===== src/rtl/ssd_scan_bcd.sv =====
// Binary-to-BCD converter (sequential double dabble) with atomic display latch
// and time-multiplexed seven-segment digit scanning.
module ssd_scan_bcd #(
    parameter int unsigned NUM_DIGITS = 4,
    parameter int unsigned VAL_W      = 14,
    parameter int unsigned SCAN_DIV_W = 15,
    parameter int unsigned BLANK_LZ   = 1
) (
    input  logic                  clk,
    input  logic                  rst,
    input  logic [VAL_W-1:0]      value,
    input  logic                  load,
    output logic                  busy,
    output logic                  overflow,
    output logic [NUM_DIGITS-1:0] ssd_ctl,
    output logic [3:0]            digit
);

    localparam int unsigned BCD_W = 4 * NUM_DIGITS;
    localparam int unsigned CNT_W = $clog2(VAL_W + 1);
    localparam int unsigned SEL_W = (NUM_DIGITS > 1) ? $clog2(NUM_DIGITS) : 1;

    typedef enum logic [1:0] {
        ST_IDLE,
        ST_SHIFT,
        ST_COMMIT
    } state_t;

    state_t            state, state_next;
    logic [BCD_W-1:0]  bcd, bcd_next, bcd_adj;
    logic [BCD_W-1:0]  disp, disp_next;
    logic [VAL_W-1:0]  bin, bin_next;
    logic [CNT_W-1:0]  cnt, cnt_next;
    logic              ovf, ovf_next;
    logic              busy_next, overflow_next;
    logic [SCAN_DIV_W-1:0] scan_cnt;
    logic [SEL_W-1:0]  sel;
    logic              upper_nz;

    // Per-nibble add-3 correction, no carry between nibbles
    always_comb begin
        bcd_adj = bcd;
        for (int i = 0; i < int'(NUM_DIGITS); i++) begin
            if (bcd[4*i +: 4] >= 4'd5) begin
                bcd_adj[4*i +: 4] = bcd[4*i +: 4] + 4'd3;
            end
        end
    end

    always_ff @(posedge clk or posedge rst) begin
        if (rst) begin
            state    <= ST_IDLE;
            bcd      <= '0;
            bin      <= '0;
            cnt      <= '0;
            ovf      <= 1'b0;
            disp     <= '0;
            busy     <= 1'b0;
            overflow <= 1'b0;
        end else begin
            state    <= state_next;
            bcd      <= bcd_next;
            bin      <= bin_next;
            cnt      <= cnt_next;
            ovf      <= ovf_next;
            disp     <= disp_next;
            busy     <= busy_next;
            overflow <= overflow_next;
        end
    end

    always_comb begin
        state_next    = state;
        bcd_next      = bcd;
        bin_next      = bin;
        cnt_next      = cnt;
        ovf_next      = ovf;
        disp_next     = disp;
        busy_next     = busy;
        overflow_next = overflow;
        case (state)
            ST_IDLE: begin
                if (load) begin
                    bin_next   = value;
                    bcd_next   = '0;
                    ovf_next   = 1'b0;
                    cnt_next   = '0;
                    busy_next  = 1'b1;
                    state_next = ST_SHIFT;
                end
            end
            ST_SHIFT: begin
                // A bit leaving the top nibble means the value needs more digits
                bcd_next = {bcd_adj[BCD_W-2:0], bin[VAL_W-1]};
                bin_next = bin << 1;
                ovf_next = ovf | bcd_adj[BCD_W-1];
                cnt_next = cnt + CNT_W'(1);
                if (cnt == CNT_W'(VAL_W - 1)) begin
                    state_next = ST_COMMIT;
                end
            end
            ST_COMMIT: begin
                disp_next     = ovf ? {NUM_DIGITS{4'h9}} : bcd;
                overflow_next = ovf;
                busy_next     = 1'b0;
                state_next    = ST_IDLE;
            end
            default: state_next = ST_IDLE;
        endcase
    end

    // Free-running dwell counter; digit select advances on wrap
    always_ff @(posedge clk or posedge rst) begin
        if (rst) begin
            scan_cnt <= '0;
            sel      <= '0;
        end else begin
            scan_cnt <= scan_cnt + SCAN_DIV_W'(1);
            if (scan_cnt == {SCAN_DIV_W{1'b1}}) begin
                sel <= (sel == SEL_W'(NUM_DIGITS - 1)) ? '0 : sel + SEL_W'(1);
            end
        end
    end

    // Walk from the top digit down so upper_nz covers this nibble and all above
    always_comb begin
        ssd_ctl  = '1;
        digit    = 4'h0;
        upper_nz = 1'b0;
        for (int i = int'(NUM_DIGITS) - 1; i >= 0; i--) begin
            upper_nz = upper_nz | (disp[4*i +: 4] != 4'h0);
            if (sel == SEL_W'(i)) begin
                ssd_ctl[i] = 1'b0;
                digit      = disp[4*i +: 4];
                if ((BLANK_LZ != 0) && (i != 0) && !upper_nz) begin
                    digit = 4'hF;
                end
            end
        end
    end

endmodule

===== config.mk =====
export PLATFORM = sky130hd
export DESIGN_NAME = ssd_scan_bcd
export DESIGN_NICKNAME = d
export VERILOG_FILES = /design/src/rtl/ssd_scan_bcd.sv
export SDC_FILE = /design/constraint.sdc
export NUM_CORES = 1
export LEC_CHECK = 0
export CAP_MARGIN = 5
export CORE_MARGIN = 3
export CORE_UTILIZATION = 60
export DETAILED_ROUTE_END_ITERATION = 8
export PLACE_DENSITY = 0.9
export SETUP_SLACK_MARGIN = 0.4
export SYNTH_ARGS = -nofsm -noshare
export SYNTH_HDL_FRONTEND = slang
export SYNTH_SLANG_ARGS = --single-unit
export TNS_END_PERCENT = 50

===== constraint.sdc =====
create_clock -name clk -period 6 [get_ports clk]
set_clock_uncertainty 0.05 [all_clocks]
set_input_delay 1.5 -clock clk [delete_from_list [all_inputs] [get_ports clk]]
set_output_delay 1.5 -clock clk [all_outputs]
set_load 0.02 [all_outputs]

==> impl_results.html, run 1 <==
<table>
<tr><th>Metric</th><th>Value</th></tr>
<tr><th colspan="2">Clock network</th></tr>
<tr><td>Clk sinks</td><td>72</td></tr>
<tr><td>TritonCTS Buffers</td><td>9</td></tr>
<tr><td>Clock latency on the worst-skew pair</td><td>roughly 340 ps</td></tr>
<tr><td>Max Root-Sink Buffers</td><td>2</td></tr>
<tr><td>Total of cells resized after clock tree synthesis</td><td>0</td></tr>
<tr><td>Clock tree root buffer cell</td><td>clkbuf_8</td></tr>
<tr><td>Post-CTS Setup Repair Bufs</td><td>0</td></tr>
<tr><td>Clock tree from TritonCTS</td><td>yes</td></tr>
<tr><td>Number of hold buffers added after CTS</td><td>0</td></tr>
<tr><td>Worst-path clk slew</td><td>roughly 80 ps</td></tr>
<tr><td>Number of H-tree levels</td><td>3</td></tr>
<tr><th colspan="2">Outcome</th></tr>
<tr><td>Run status</td><td>complete, no violations</td></tr>
<tr><th colspan="2">Synth</th></tr>
<tr><td>Top_reg_cell synth</td><td>dfrtp_1</td></tr>
<tr><td>Number of instances in the synthesized netlist</td><td>366</td></tr>
<tr><td>Number of flops mapped to enable cells by yosys</td><td>0</td></tr>
<tr><td>Seq cells post-synth</td><td>72</td></tr>
<tr><td>Count of distinct cell types in the synthesized netlist</td><td>46</td></tr>
<tr><td>Largest cells by area after synthesis</td><td>dfrtp_1 (51%), ha_1 (5.3%), nor2_1 (4.3%)</td></tr>
<tr><td>Top cells by count, synth</td><td>dfrtp_1 (72), nor2_1 (41), nand2_1 (31)</td></tr>
<tr><td>Sequential area share after synthesis</td><td>50.60%</td></tr>
<tr><td>Post-Synthesis Cell Area</td><td>3561 sq um</td></tr>
<tr><td>Total nets after synthesis</td><td>398</td></tr>
<tr><td>Synth async-reset ratio</td><td>100.0%</td></tr>
<tr><td>Most common cell in the synthesized netlist</td><td>dfrtp_1</td></tr>
<tr><td>Mean Syn Cell Area</td><td>9.729 sq um</td></tr>
<tr><td>Yosys warnings</td><td>0</td></tr>
<tr><td>Top-area cell type share of the netlist area</td><td>50.60%</td></tr>
<tr><td>Cell accounting for the most synthesized area</td><td>dfrtp_1</td></tr>
<tr><th colspan="2">Layout</th></tr>
<tr><td>Nets@finish</td><td>419</td></tr>
<tr><td>Count of placed standard cells in the final layout, fillers left out</td><td>464</td></tr>
<tr><td>Ant. Diodes</td><td>0</td></tr>
<tr><td>Post-layout instance area</td><td>4053 sq um</td></tr>
<tr><td>Area overhead of the layout relative to synthesis</td><td>13.81%</td></tr>
<tr><td>Final design utilization</td><td>a little under three quarters</td></tr>
<tr><td>Ratio of cells with drive above 1 in the final layout</td><td>7.143%</td></tr>
<tr><th colspan="2">Die</th></tr>
<tr><td>Effective utilization at floorplan</td><td>between 60 and 70%</td></tr>
<tr><td>Boundary Pins</td><td>27</td></tr>
<tr><td>Area of the core region</td><td>5642 sq um</td></tr>
<tr><td>Die area</td><td>between 6000 and 7000 sq um</td></tr>
<tr><td>Die H</td><td>~83 um</td></tr>
<tr><td>Die X</td><td>just over 80 um</td></tr>
<tr><td>Placement row count</td><td>27</td></tr>
<tr><th colspan="2">Worst setup path</th></tr>
<tr><td>Critical path required time</td><td>4450 ps</td></tr>
<tr><td>Critical path endpoint</td><td>digit[3]</td></tr>
<tr><td>Count of cells along the worst register-to-register path</td><td>4</td></tr>
<tr><td>Worst reg2reg path endpoint</td><td>bcd[3]</td></tr>
<tr><td>R2R Setup Slk</td><td>3590 ps</td></tr>
<tr><td>Critical path arrival</td><td>between 2000 and 3000 ps</td></tr>
<tr><td>Start-to-end type of the worst setup path</td><td>flop to output pin</td></tr>
<tr><td>CP Launch Type</td><td>flop</td></tr>
<tr><td>Top fanout value on the critical path</td><td>9</td></tr>
<tr><td>Worst setup startpoint</td><td>sel[0]</td></tr>
<tr><td>CP Cell Sequence</td><td>inv_1 &gt; ha_1 &gt; or2b_2 &gt; or4_2 &gt; o211ai_1 &gt; o221a_2 &gt; clkdlybuf4s50_1</td></tr>
<tr><td>Master of the slowest instance on the critical path</td><td>clkdlybuf4s50_1</td></tr>
<tr><td>Crit end category</td><td>output pin</td></tr>
<tr><td>Startpoint of the worst register-to-register path</td><td>state[1]</td></tr>
<tr><td>Crit path largest cell delay</td><td>590 ps</td></tr>
<tr><th colspan="2">Timing</th></tr>
<tr><td>Highest clock rate</td><td>between 200 and 250 MHz</td></tr>
<tr><td>Final-report max-slew violation count</td><td>0</td></tr>
<tr><td>Number of hold violations in the final report</td><td>0</td></tr>
<tr><td>Transition time at the pin with the least slew margin</td><td>1046 ps</td></tr>
<tr><td>Sum of negative setup slack</td><td>0 ps</td></tr>
<tr><td>Period utilisation layout</td><td>74.85%</td></tr>
<tr><td>Setup Viol. Count Final</td><td>0</td></tr>
<tr><td>Unrepaired setup endpoints after global routing</td><td>no</td></tr>
<tr><td>Relative slew slack</td><td>between 30% and 40%</td></tr>
<tr><td>Minimum clock period after layout</td><td>approximately 4500 ps</td></tr>
<tr><td>Worst setup slack after layout</td><td>1509 ps</td></tr>
<tr><th colspan="2">Global routing</th></tr>
<tr><td>Aggregate global-route resource usage</td><td>approximately a fifth</td></tr>
<tr><td>Grt met1 use</td><td>29.16%</td></tr>
<tr><td>Global-route wire length before repair</td><td>12030 um</td></tr>
<tr><td>Aggregate global routing overflow</td><td>0</td></tr>
<tr><td>GR Layer Usage met3</td><td>under 10%</td></tr>
<tr><td>Routing usage on met2</td><td>33.24%</td></tr>
<tr><td>Antenna violations before repair</td><td>0</td></tr>
<tr><td>Pin count of the biggest net entering global routing</td><td>46</td></tr>
<tr><td>Global routing's busiest layer</td><td>met2</td></tr>
<tr><td>Number of global-route vias before repair</td><td>2603</td></tr>
<tr><th colspan="2">Power</th></tr>
<tr><td>Pleak</td><td>roughly 1.8 nW</td></tr>
<tr><td>Clock share of power</td><td>21.4%</td></tr>
<tr><td>Relative contribution of combinational cells to total power</td><td>35.1%</td></tr>
<tr><td>Power per Cell Area</td><td>438.4 nW/um^2</td></tr>
<tr><td>Switching part of the total power</td><td>between 30% and 40%</td></tr>
<tr><td>Net switching power of the design</td><td>about 0.00065 W</td></tr>
<tr><td>Largest voltage drop on the vdd net</td><td>0.3259 mV</td></tr>
<tr><td>Internal Dissipation</td><td>0.001123 W</td></tr>
<tr><td>Part of the total power dissipated in sequential elements</td><td>43.4%</td></tr>
<tr><th colspan="2">Placed design</th></tr>
<tr><td>RePlAce Congestion</td><td>between 0.8 and 0.9</td></tr>
<tr><td>Post-Place Worst Slack</td><td>1882 ps</td></tr>
<tr><td>Inst Count DP</td><td>between 400 and 500</td></tr>
<tr><td>Placed Area</td><td>3854 sq um</td></tr>
<tr><td>Placed wire-length estimate after detailed placement</td><td>4714 um</td></tr>
<tr><td>Number of buffers added on ports</td><td>26</td></tr>
<tr><th colspan="2">Job</th></tr>
<tr><td>Reported max-cap violation count</td><td>0</td></tr>
<tr><th colspan="2">Route</th></tr>
<tr><td>Vias post-DR</td><td>2683</td></tr>
<tr><td>Iteration-0 DRC count of the detailed router</td><td>between 150 and 200</td></tr>
<tr><td>Post-detailed-route count of antenna-violating nets</td><td>0</td></tr>
<tr><td>DRC Markers</td><td>0</td></tr>
<tr><td>1st-pass router iterations</td><td>4</td></tr>
<tr><td>Sum of routed wire length over all layers</td><td>6850 um</td></tr>
<tr><td>Vias per cell</td><td>approximately 5.8</td></tr>
<tr><td>Detail-routed net length per standard cell</td><td>about 15 um</td></tr>
<tr><th colspan="2">Worst hold path</th></tr>
<tr><td>Type of the most critical hold path</td><td>flop to flop</td></tr>
</table>
worst min-delay path by stage:
stage	from	end	slack (ps)	cells past startpoint
detailed placement	cnt[3]	cnt[3]	420	1
floorplan	scan_cnt[12]	scan_cnt[12]	390	1
finish	scan_cnt[12]	scan_cnt[12]	430	1
global route	scan_cnt[12]	scan_cnt[12]	460	1
CTS	scan_cnt[12]	scan_cnt[12]	430	1
global placement	scan_cnt[12]	scan_cnt[12]	410	1
logic make-up (layout without fill, tap and decap cells):
family / Yosys count / after routing / share of synthesized area [%]
compound gates: 73 / 73 / 13.53
xor+xnor: 20 / 20 / 4.919
fa+ha+maj: 15 / 15 / 5.271
buf+inv: 37 / 63 / 4.146
flops: 72 / 72 / 50.60
mux: 7 / 7 / 2.178
simple gates: 142 / 142 / 19.36
power groups by stage:
stage / clock [W] / sequential [W] / combinational, W
after floorplan: 0 / 0.000732 / 0.000507
after global placement: 0 / 0.000767 / 0.000587
after detailed placement: 0 / 0.000776 / 0.000620
after CTS: 0.000385 / 0.000770 / 0.000631
after global routing: 0.000413 / 0.000796 / 0.000707
final: 0.000381 / 0.000772 / 0.000624
area by class of cell:
type	count	area (sq um)
Clock buffer	13	158.9
Clock inverter	3	40.04
Fill cell	400	1589
Inverter	18	67.56
Multi-Input combinational cell	257	1612
Sequential cell	72	1802
Tap cell	72	90.09
Timing Repair Buffer	29	282.8
registers in the layout (all words and copies together), names as in the netlist:
signal,flops
state,2
scan_cnt,15
overflow,1
cnt,4
bin,14
sel,2
busy,1
disp,16
bcd,16
ovf,1
cells in the final DEF, fill, tap and decap left out, types with 6 or more instances in the layout:
master and count:
clkbuf_8 11, clkdlybuf4s50_1 26, dfrtp_1 72, ha_1 15, inv_1 17, nand2_1 31, nand2b_1 11, nand3_1 25
nor2_1 41, nor3_1 6, o21ai_0 6, o21ai_1 23, o22ai_1 12, o31ai_1 12, xnor2_1 13, xor2_1 7
critical path, delay by kind of cell (launching register included):
kind	cells	cell delay, ps
buf+inv	2	680
simple gates	2	910
compound gates	2	320
flops	1	410
fa+ha+maj	1	300
metal layers:
layer  vias up  wire length (um)  share of wire [%]
met5         -                 0                  0
li1       1327                 -                  -
met2        48              3334                 49
met3        16               221                3.2
met4         0               142                2.1
met1      1292              3153                 46
through the flow:
step | power, W | hold WS [ps]
after global placement | 0.001353 | 405.5
after detailed placement | 0.001397 | 419.3
after floorplan | 0.001239 | 388.7
after CTS | 0.001786 | 431.2
after global routing | 0.001916 | 455.1
final | 0.001777 | 429.0
Note: power is estimated with default switching activity, not from simulation.
==> inputs of run 2 (changes only) <==
--- a/config.mk
+++ b/config.mk
@@ -7,9 +7,9 @@
 export LEC_CHECK = 0
 export CAP_MARGIN = 5
 export CORE_MARGIN = 3
-export CORE_UTILIZATION = 60
+export CORE_UTILIZATION = 58
 export DETAILED_ROUTE_END_ITERATION = 8
-export PLACE_DENSITY = 0.9
+export PLACE_DENSITY = 0.87
 export SETUP_SLACK_MARGIN = 0.4
 export SYNTH_ARGS = -nofsm -noshare
 export SYNTH_HDL_FRONTEND = slang
==> constraint.sdc (replaced) <==
create_clock -name clk -period 4.4 [get_ports clk]
set_clock_uncertainty 0.05 [all_clocks]
set_input_delay 1.1 -clock clk [delete_from_list [all_inputs] [get_ports clk]]
set_output_delay 1.1 -clock clk [all_outputs]
set_load 0.02 [all_outputs]
==> impl_results.html, run 2 (synthesis results as in run 1) <==
<table>
<tr><th>Metric</th><th>Value</th></tr>
<tr><th colspan="2">Outcome</th></tr>
<tr><td>Run status</td><td>complete, no violations</td></tr>
<tr><th colspan="2">Worst hold path</th></tr>
<tr><td>Type of the most critical hold path</td><td>flop to flop</td></tr>
<tr><td>Hold Crit Start</td><td>scan_cnt[12]</td></tr>
<tr><td>Instance count along the most critical hold path</td><td>1</td></tr>
<tr><td>Sink of the worst hold path</td><td>scan_cnt[12]</td></tr>
<tr><th colspan="2">Placed design</th></tr>
<tr><td>Placed Area</td><td>between 3000 and 4000 sq um</td></tr>
<tr><td>Placed wire-length estimate after detailed placement</td><td>roughly 4800 um</td></tr>
<tr><td>Post-Place Worst Slack</td><td>between 600 and 700 ps</td></tr>
<tr><td>Number of buffers added on ports</td><td>26</td></tr>
<tr><td>RePlAce Congestion</td><td>between 0.8 and 0.9</td></tr>
<tr><th colspan="2">Power</th></tr>
<tr><td>Net switching power of the design</td><td>0.0009167 W</td></tr>
<tr><td>Relative contribution of combinational cells to total power</td><td>33.9%</td></tr>
<tr><td>Largest voltage drop on the vdd net</td><td>0.3978 mV</td></tr>
<tr><td>Switching part of the total power</td><td>35.74%</td></tr>
<tr><td>Power per Cell Area</td><td>between 600 and 700 nW/um^2</td></tr>
<tr><td>Internal Dissipation</td><td>0.001648 W</td></tr>
<tr><td>Clock share of power</td><td>25.1%</td></tr>
<tr><td>Pleak</td><td>1.817 nW</td></tr>
<tr><td>Part of the total power dissipated in sequential elements</td><td>41.0%</td></tr>
<tr><th colspan="2">Die</th></tr>
<tr><td>Boundary Pins</td><td>27</td></tr>
<tr><td>Die X</td><td>84.36 um</td></tr>
<tr><td>Area of the core region</td><td>roughly 5700 sq um</td></tr>
<tr><td>Die H</td><td>84.36 um</td></tr>
<tr><td>Die area</td><td>7116 sq um</td></tr>
<tr><td>Effective utilization at floorplan</td><td>62.37%</td></tr>
<tr><td>Placement row count</td><td>27</td></tr>
<tr><th colspan="2">Clock network</th></tr>
<tr><td>Number of hold buffers added after CTS</td><td>0</td></tr>
<tr><td>Clock tree root buffer cell</td><td>clkbuf_8</td></tr>
<tr><td>Clk sinks</td><td>72</td></tr>
<tr><td>TritonCTS Buffers</td><td>9</td></tr>
<tr><td>Number of H-tree levels</td><td>3</td></tr>
<tr><td>Worst-path clk slew</td><td>approximately 70 ps</td></tr>
<tr><td>Max Root-Sink Buffers</td><td>2</td></tr>
<tr><td>Clock latency on the worst-skew pair</td><td>around 340 ps</td></tr>
<tr><td>Clock tree from TritonCTS</td><td>yes</td></tr>
<tr><th colspan="2">Worst setup path</th></tr>
<tr><td>Worst setup startpoint</td><td>sel[0]</td></tr>
<tr><td>Top fanout value on the critical path</td><td>9</td></tr>
<tr><td>R2R Setup Slk</td><td>~2500 ps</td></tr>
<tr><td>CP Launch Type</td><td>flop</td></tr>
<tr><td>Startpoint of the worst register-to-register path</td><td>scan_cnt[0]</td></tr>
<tr><td>Worst reg2reg path endpoint</td><td>sel[1]</td></tr>
<tr><td>Critical path required time</td><td>3250 ps</td></tr>
<tr><td>Critical path arrival</td><td>2670 ps</td></tr>
<tr><td>Start-to-end type of the worst setup path</td><td>flop to output pin</td></tr>
<tr><td>Crit end category</td><td>output pin</td></tr>
<tr><td>Count of cells along the worst register-to-register path</td><td>5</td></tr>
<tr><th colspan="2">Layout</th></tr>
<tr><td>Nets@finish</td><td>421</td></tr>
<tr><td>Number of fill cells</td><td>approximately 400</td></tr>
<tr><td>Ratio of cells with drive above 1 in the final layout</td><td>8.122%</td></tr>
<tr><td>Largest registers ranked by flip-flop count</td><td>bcd (16), disp (16), scan_cnt (15)</td></tr>
<tr><td>Ant. Diodes</td><td>0</td></tr>
<tr><td>Most frequent cells in the layout</td><td>dfrtp_1 (72), nor2_1 (41), nand2_1 (31), nand3_1 (25), clkdlybuf4s50_1 (25)</td></tr>
<tr><td>Most common cell after layout, fill and taps aside</td><td>dfrtp_1</td></tr>
<tr><td>Post-layout instance area</td><td>4121 sq um</td></tr>
<tr><td>Area overhead of the layout relative to synthesis</td><td>15.74%</td></tr>
<tr><th colspan="2">Timing</th></tr>
<tr><td>Final-report max-slew violation count</td><td>0</td></tr>
<tr><td>Relative slew slack</td><td>a little under half</td></tr>
<tr><td>Sum of negative setup slack</td><td>0 ps</td></tr>
<tr><td>Setup Viol. Count Final</td><td>0</td></tr>
<tr><td>Number of hold violations in the final report</td><td>0</td></tr>
<tr><td>Transition time at the pin with the least slew margin</td><td>801.0 ps</td></tr>
<tr><td>Worst setup slack after layout</td><td>578.2 ps</td></tr>
<tr><td>Highest clock rate</td><td>261.7 MHz</td></tr>
<tr><td>Period utilisation layout</td><td>86.86%</td></tr>
<tr><td>Minimum clock period after layout</td><td>around 3800 ps</td></tr>
<tr><td>Unrepaired setup endpoints after global routing</td><td>no</td></tr>
<tr><th colspan="2">Route</th></tr>
<tr><td>Vias per cell</td><td>5.843</td></tr>
<tr><td>DRC Markers</td><td>0</td></tr>
<tr><td>Post-detailed-route count of antenna-violating nets</td><td>0</td></tr>
<tr><td>Iteration-0 DRC count of the detailed router</td><td>between 150 and 200</td></tr>
<tr><td>1st-pass router iterations</td><td>5</td></tr>
<tr><td>Detail-routed net length per standard cell</td><td>14.73 um</td></tr>
<tr><td>Vias post-DR</td><td>2723</td></tr>
<tr><td>Sum of routed wire length over all layers</td><td>6866 um</td></tr>
<tr><th colspan="2">Job</th></tr>
<tr><td>Reported max-cap violation count</td><td>0</td></tr>
<tr><th colspan="2">Global routing</th></tr>
<tr><td>Number of global-route vias before repair</td><td>2718</td></tr>
<tr><td>Aggregate global-route resource usage</td><td>between 20% and 30%</td></tr>
<tr><td>Aggregate global routing overflow</td><td>0</td></tr>
<tr><td>Global-route wire length before repair</td><td>about 12000 um</td></tr>
<tr><td>Pin count of the biggest net entering global routing</td><td>46</td></tr>
<tr><td>Antenna violations before repair</td><td>0</td></tr>
</table>
[run 2: layout make-up]
type	instances	area, sq um	area share, %
clock inverters	5	102.6	2.489
inverters	18	67.56	1.639
clock buffers	11	151.4	3.673
repair buffers	31	296.5	7.195
well taps	72	90.09	2.186
flip-flops and latches	72	1802	43.72
multi-input cells	257	1612	39.10
[run 2: worst max-delay path by stage]
stage	end	slack [ps]	depth (start not counted)
final	digit[3]	580	7
after global routing	digit[0]	420	7
after CTS	digit[3]	560	7
after detailed placement	digit[3]	660	7
after global placement	digit[3]	710	7
after floorplan	digit[3]	1280	7
[run 2: power groups by stage]
stage                     sequential, W  clock (W)  combinational (W)
final                           0.00105   0.000644           0.000869
after global routing            0.00108   0.000682           0.000980
after CTS                       0.00105   0.000649           0.000880
after detailed placement        0.00106          0           0.000868
after global placement          0.00104          0           0.000805
after floorplan                0.000998          0           0.000692
[run 2: critical path, stage by stage, from the launching register on]
cell and delay, ps:
dfrtp_1 410, inv_1 90, ha_1 290, or2b_2 350, or4_2 560, o211ai_1 120, o221a_2 190, dlygate4sd2_1 320
[run 2: metrics by stage]
stage / hold slack, ps / total power (W) / std cells / utilization (%)
4_1_cts: 423.9 / 0.002578 / 466 / 72.19
3_3_place_gp: 405.7 / 0.001849 / 450 / 67.76
3_5_place_dp: 408.8 / 0.001926 / 450 / 67.76
2_1_floorplan: 388.7 / 0.001690 / 366 / -
5_1_grt: 444.5 / 0.002747 / 466 / 72.19
6_report: 419.0 / 0.002565 / 466 / 72.19
[run 2: repair_timing]
action | 4_1_cts | 5_1_grt
resized for setup | 1 | 0
endpoints found under the hold margin | 0 | 0
endpoints found under the setup margin | 1 | 0
buffers inserted | 0 | 0
[run 2: layer usage]
metal | vias to the layer above | wire [um] | GRT usage [%]
met5 | - | 0 | 0
met4 | 0 | 161 | 8.058
met3 | 16 | 301 | 3.435
met2 | 69 | 3401 | 35.15
met1 | 1309 | 3002 | 26.33
li1 | 1329 | - | -
==> inputs of run 3 (changes only) <==
--- a/config.mk
+++ b/config.mk
@@ -5,6 +5,7 @@
 export SDC_FILE = /design/constraint.sdc
 export NUM_CORES = 1
 export LEC_CHECK = 0
+export ABC_AREA = 1
 export CAP_MARGIN = 5
 export CORE_MARGIN = 3
 export CORE_UTILIZATION = 58
==> impl_results.html, run 3 <==
<table>
<tr><th>Metric</th><th>Value</th></tr>
<tr><th colspan="2">Worst hold path</th></tr>
<tr><td>Type of the most critical hold path</td><td>flop to flop</td></tr>
<tr><td>Hold Crit Start</td><td>scan_cnt[0]</td></tr>
<tr><td>Instance count along the most critical hold path</td><td>1</td></tr>
<tr><td>Sink of the worst hold path</td><td>scan_cnt[0]</td></tr>
<tr><th colspan="2">Placed design</th></tr>
<tr><td>Placed wire-length estimate after detailed placement</td><td>5008 um</td></tr>
<tr><td>Number of buffers added on ports</td><td>26</td></tr>
<tr><td>RePlAce Congestion</td><td>a little over 0.9</td></tr>
<tr><th colspan="2">Global routing</th></tr>
<tr><td>Number of global-route vias before repair</td><td>roughly 2.9k</td></tr>
<tr><td>Aggregate global-route resource usage</td><td>21.47%</td></tr>
<tr><td>Antenna violations before repair</td><td>0</td></tr>
<tr><td>Pin count of the biggest net entering global routing</td><td>32</td></tr>
<tr><td>Aggregate global routing overflow</td><td>0</td></tr>
<tr><td>Global-route wire length before repair</td><td>12420 um</td></tr>
<tr><th colspan="2">Timing</th></tr>
<tr><td>Relative slew slack</td><td>65.05%</td></tr>
<tr><td>Highest clock rate</td><td>roughly 300 MHz</td></tr>
<tr><td>Unrepaired setup endpoints after global routing</td><td>no</td></tr>
<tr><td>Sum of negative setup slack</td><td>0 ps</td></tr>
<tr><td>Minimum clock period after layout</td><td>3387 ps</td></tr>
<tr><td>Transition time at the pin with the least slew margin</td><td>523.7 ps</td></tr>
<tr><td>Setup Viol. Count Final</td><td>0</td></tr>
<tr><td>Period utilisation layout</td><td>76.98%</td></tr>
<tr><td>Number of hold violations in the final report</td><td>0</td></tr>
<tr><td>Worst hold-check slack</td><td>395.8 ps</td></tr>
<tr><td>Final-report max-slew violation count</td><td>0</td></tr>
<tr><th colspan="2">Synth</th></tr>
<tr><td>Number of flops mapped to enable cells by yosys</td><td>0</td></tr>
<tr><td>Post-Synthesis Cell Area</td><td>3591 sq um</td></tr>
<tr><td>Seq cells post-synth</td><td>just over 70</td></tr>
<tr><td>Sequential area share after synthesis</td><td>50.17%</td></tr>
<tr><td>Top cells by count, synth</td><td>dfrtp_1 (72), nand2_1 (68), inv_1 (62)</td></tr>
<tr><td>Cell accounting for the most synthesized area</td><td>dfrtp_1</td></tr>
<tr><td>Number of instances in the synthesized netlist</td><td>403</td></tr>
<tr><td>Top-area cell type share of the netlist area</td><td>between 50% and 60%</td></tr>
<tr><td>Most common cell in the synthesized netlist</td><td>dfrtp_1</td></tr>
<tr><td>Largest cells by area after synthesis</td><td>dfrtp_1 (50%), nand2_1 (7.1%), inv_1 (6.5%)</td></tr>
<tr><td>Count of distinct cell types in the synthesized netlist</td><td>35</td></tr>
<tr><td>Yosys warnings</td><td>0</td></tr>
<tr><td>Mean Syn Cell Area</td><td>8.911 sq um</td></tr>
<tr><td>Top_reg_cell synth</td><td>dfrtp_1</td></tr>
<tr><td>Total nets after synthesis</td><td>435</td></tr>
<tr><td>Synth async-reset ratio</td><td>between 90% and 100%</td></tr>
<tr><th colspan="2">Route</th></tr>
<tr><td>Iteration-0 DRC count of the detailed router</td><td>295</td></tr>
<tr><td>Vias per cell</td><td>5.465</td></tr>
<tr><td>Detail-routed net length per standard cell</td><td>13.92 um</td></tr>
<tr><td>DRC Markers</td><td>0</td></tr>
<tr><td>Vias post-DR</td><td>2809</td></tr>
<tr><td>Sum of routed wire length over all layers</td><td>7155 um</td></tr>
<tr><td>Post-detailed-route count of antenna-violating nets</td><td>0</td></tr>
<tr><td>1st-pass router iterations</td><td>4</td></tr>
<tr><th colspan="2">Die</th></tr>
<tr><td>Placement row count</td><td>28</td></tr>
<tr><td>Effective utilization at floorplan</td><td>60.29%</td></tr>
<tr><td>Boundary Pins</td><td>27</td></tr>
<tr><td>Die area</td><td>7172 sq um</td></tr>
<tr><td>Die X</td><td>84.69 um</td></tr>
<tr><td>Die H</td><td>84.69 um</td></tr>
<tr><td>Area of the core region</td><td>a little under 6000 sq um</td></tr>
<tr><th colspan="2">Outcome</th></tr>
<tr><td>Run status</td><td>complete, no violations</td></tr>
<tr><th colspan="2">Clock network</th></tr>
<tr><td>Clock tree root buffer cell</td><td>clkbuf_8</td></tr>
<tr><td>Number of H-tree levels</td><td>3</td></tr>
<tr><td>Post-CTS Setup Repair Bufs</td><td>0</td></tr>
<tr><td>Number of hold buffers added after CTS</td><td>0</td></tr>
<tr><td>Clock tree from TritonCTS</td><td>yes</td></tr>
<tr><td>Worst-path clk slew</td><td>roughly 70 ps</td></tr>
<tr><td>Clk sinks</td><td>72</td></tr>
<tr><td>Total of cells resized after clock tree synthesis</td><td>0</td></tr>
<tr><td>Clock latency on the worst-skew pair</td><td>approximately 340 ps</td></tr>
<tr><td>TritonCTS Buffers</td><td>9</td></tr>
<tr><td>Max Root-Sink Buffers</td><td>2</td></tr>
<tr><th colspan="2">Worst setup path</th></tr>
<tr><td>Crit path largest cell delay</td><td>roughly 590 ps</td></tr>
<tr><td>CP Cell Sequence</td><td>inv_1 &gt; ha_1 &gt; nor2_1 &gt; a21oi_1 &gt; nand2_1 &gt; nand2_1 &gt; nand2_1 &gt; clkdlybuf4s50_1</td></tr>
<tr><td>Master of the slowest instance on the critical path</td><td>clkdlybuf4s50_1</td></tr>
<tr><td>Critical path arrival</td><td>2240 ps</td></tr>
<tr><td>Startpoint of the worst register-to-register path</td><td>state[0]</td></tr>
<tr><td>Crit end category</td><td>output pin</td></tr>
<tr><td>Crit path buffers/inverters</td><td>2</td></tr>
<tr><td>R2R Setup Slk</td><td>2670 ps</td></tr>
<tr><td>Start-to-end type of the worst setup path</td><td>flop to output pin</td></tr>
<tr><td>CP Launch Type</td><td>flop</td></tr>
<tr><td>Kind of cell adding the most delay to the critical path</td><td>buffers and inverters</td></tr>
<tr><td>Top cell by count, worst path</td><td>nand2_1</td></tr>
<tr><td>Top fanout value on the critical path</td><td>6</td></tr>
<tr><td>Critical path required time</td><td>3250 ps</td></tr>
<tr><td>Count of cells along the worst register-to-register path</td><td>5</td></tr>
<tr><td>Worst reg2reg path endpoint</td><td>disp[1]</td></tr>
<tr><th colspan="2">Power</th></tr>
<tr><td>Overall power</td><td>0.002579 W</td></tr>
<tr><td>Net switching power of the design</td><td>between 0.0009 and 0.001 W</td></tr>
<tr><td>Largest voltage drop on the vdd net</td><td>0.3499 mV</td></tr>
<tr><td>Pleak</td><td>2.034 nW</td></tr>
<tr><td>Relative contribution of combinational cells to total power</td><td>38.3%</td></tr>
<tr><td>Switching part of the total power</td><td>38.65%</td></tr>
<tr><td>Clock share of power</td><td>21.7%</td></tr>
<tr><td>Power per Cell Area</td><td>627.0 nW/um^2</td></tr>
<tr><td>Part of the total power dissipated in sequential elements</td><td>40.0%</td></tr>
<tr><td>Internal Dissipation</td><td>0.001582 W</td></tr>
<tr><th colspan="2">Layout</th></tr>
<tr><td>Final design utilization</td><td>approximately 69%</td></tr>
<tr><td>Ant. Diodes</td><td>0</td></tr>
<tr><td>Largest registers ranked by flip-flop count</td><td>bcd (16), disp (16), scan_cnt (15)</td></tr>
<tr><td>Most common cell after layout, fill and taps aside</td><td>dfrtp_1</td></tr>
<tr><td>Most frequent cells in the layout</td><td>dfrtp_1 (72), nand2_1 (68), inv_1 (61), nor2_1 (33), a21oi_1 (30)</td></tr>
<tr><td>Number of fill cells</td><td>452</td></tr>
<tr><td>Nets@finish</td><td>around 470</td></tr>
<tr><td>Ratio of cells with drive above 1 in the final layout</td><td>9.112%</td></tr>
<tr><td>Area overhead of the layout relative to synthesis</td><td>14.56%</td></tr>
<tr><th colspan="2">Job</th></tr>
<tr><td>Reported max-cap violation count</td><td>0</td></tr>
</table>
-- run 3: changes by cell type in the layout (fill, tap and decap cells not counted), moves of 8 or more --
cell,delta
nand3_1,-11
o21ai_0,+18
inv_1,+44
a21oi_1,+25
nand2b_1,-11
nand2_1,+37
xnor2_1,-8
o22ai_1,+8
o31ai_1,-12
o21ai_1,-17
nor2_1,-8
-- run 3: through the flow --
step / instances / setup slack (ps) / area [sq um]
final: 514 / 1013 / 4114
after floorplan: 403 / 1425 / 3591
after detailed placement: 498 / 1391 / 3902
after CTS: 514 / 1023 / 4114
after global placement: 498 / 1494 / 3902
after global routing: 514 / 828.8 / 4114
-- run 3: worst max-delay path by stage --
| stage | start | endpoint | slack [ps] | cells after the start |
|---|---|---|---|---|
| after floorplan | rst | bcd[0] | 1430 | 1 |
| after global placement | sel[0] | digit[2] | 1490 | 8 |
| after detailed placement | sel[0] | digit[2] | 1390 | 8 |
| after CTS | sel[0] | digit[2] | 1020 | 8 |
| after global routing | sel[0] | digit[2] | 830 | 8 |
| final | sel[0] | digit[2] | 1010 | 8 |
-- run 3: kinds of logic after synthesis --
group           count (synthesis)  synth area share, %
flops                          72                50.17
buf+inv                        76                8.885
fa+ha+maj                      15                5.226
compound gates                 97                16.03
simple gates                  129                16.27
xor+xnor                       14                3.415
-- run 3: layer usage --
metal	global-route usage, %	wire (um)
met4	8.777	107
met1	27.46	3252
met5	0	0
met2	35.23	3458
met3	5.103	336
-- run 3: worst register-to-register path, stage by stage, from the launching register on --
cell,delay [ps]
dfrtp_1,410
nor2_2,440
inv_2,240
nor2_8,230
inv_2,120
o21ai_1,170
-- run 3: power by group through the flow --
stage / combinational, W / clock, W / sequential, W
finish: 0.000987 / 0.000559 / 0.00103
global route: 0.00112 / 0.000601 / 0.00106
CTS: 0.000987 / 0.000562 / 0.00103
detailed placement: 0.000970 / 0 / 0.00104
global placement: 0.000921 / 0 / 0.00103
floorplan: 0.000769 / 0 / 0.00101
-- run 3: cell type report --
class | count | area [sq um] | share of cell area, %
tap | 75 | 93.84 | 2.281
multi-input combinational | 255 | 1470 | 35.74
inverter | 67 | 254.0 | 6.174
sequential | 72 | 1802 | 43.80
clock inverter | 6 | 83.83 | 2.038
clock buffer | 10 | 127.6 | 3.102
timing repair buffer | 29 | 282.8 | 6.873
==> RTL edit (settings of run 2) <==
Set the parameter `SCAN_DIV_W` to 19 (it was 15).
--- a/src/rtl/ssd_scan_bcd.sv
+++ b/src/rtl/ssd_scan_bcd.sv
@@ -3,7 +3,7 @@
 module ssd_scan_bcd #(
     parameter int unsigned NUM_DIGITS = 4,
     parameter int unsigned VAL_W      = 14,
-    parameter int unsigned SCAN_DIV_W = 15,
+    parameter int unsigned SCAN_DIV_W = 19,
     parameter int unsigned BLANK_LZ   = 1
 ) (
     input  logic                  clk,
Formal check against the unedited RTL: same outputs for any inputs over 10 cycles, from zero or initial values and one cycle with rst high; that may be too few to reach the edited logic, so the function may still have changed.
==> RTL edit against run 2 <==
- sequential cell count is 4 higher
- clock power is 9.5% lower
- cell count is 6.4% higher
- setup slack got worse by 30 ps
- final area rose by 4.9%
- synthesized area increased by 6.6%
- total power increased by 2.5%
- routed wire length rose by 11%
- critical endpoint is now digit[2]
- largest cell class unchanged
==> RTL edit: results (changes against run 2) <==
- Outcome: finished clean
- Vias in the first global route: 2810 (+3.4%)
- Yosys cell types: 44 (-4.3%)
- Final wirelength: 7.60 mm (+11%)
- Global-route wire length before repair: 12.7 mm (+4.2%)
- Detailed Route Iter0 Violations: 198 (+8.8%)
- Fin Hold WS: 436 ps (+16.7 ps)
- Logic pwr share: 34.1% (+0.2 points)
- Dominant cells by area after synthesis: dfrtp_1, ha_1, o21ai_0
- Avg Cell Area, Syn: 9.63 sq um (-1.0%)
- Max stage delay cell, worst path: clkdlybuf4s50_1
- Layout cells sized above 1: 7.60% (-0.52 points)
- Adder-cell area share of the yosys netlist: 4.95% (-0.32 points)
- Top cells by instance count after synthesis: dfrtp_1, nand2_1, o21ai_0, o22ai_1
- Post-CTS sizing: 0 (-1)
- Placed Cells: 480 (+6.7%)
- Cell area after synthesis: 0.00379 sq mm (+6.6%)
- HP Start: scan_cnt[8]
- Placed instance area: 0.00410 sq mm (+6.1%)
- Reg power frac: 43.8% (+2.8 points)
- Reg2Reg Depth: 3 (-2)
- GP Congestion: 0.950 (+19%)
- Worst skew pair latency: 360 ps (+20 ps)
- Largest net degree at the start of global routing: 53 (+15%)
- Register area share after synthesis: 50.1% (-0.48 points)
- Mux share of post-synthesis cell area: 2.31% (+0.13 points)
- Static Leak: 1.88 nW (+3.5%)
- Non-Filler Instances: 496 (+6.4%)
- XOR/XNOR share of the synthesized area: 5.54% (+0.62 points)
- Compound-gate portion of the synthesized area: 17.1% (+3.6 points)
- Reg2Reg Launch Point: state[0]
- Critical Path Fanout Max: 10 (+1)
RTL edit: cell count changes in the layout (fill, tap and decap cells not counted), moves of 5 or more:
| cell | delta |
|---|---|
| nor2_1 | -19 |
| o21ai_1 | -18 |
| nand3_1 | -14 |
| o22ai_1 | +14 |
| nand2_1 | +15 |
| o31ai_1 | -5 |
| a21oi_1 | +17 |
| o21ai_0 | +28 |
RTL edit: layout make-up:
type | instances | share of cell area, %
Sequential cell | 76 | 44.0
Multi-Input combinational cell | 279 | 40.4
Timing Repair Buffer | 29 | 6.60
Clock buffer | 10 | 2.95
Tap cell | 75 | 2.17
Clock inverter | 6 | 2.05
Inverter | 21 | 1.82
RTL edit: layer usage:
metal | routed length (microns) | global-route usage, % | up-vias
met1 | 3380 | 28.0 | 1459
met4 | 165 | 9.92 | 0
met3 | 379 | 5.20 | 13
met2 | 3680 | 34.0 | 83
met5 | 0 | 0 | -
li1 | - | - | 1442
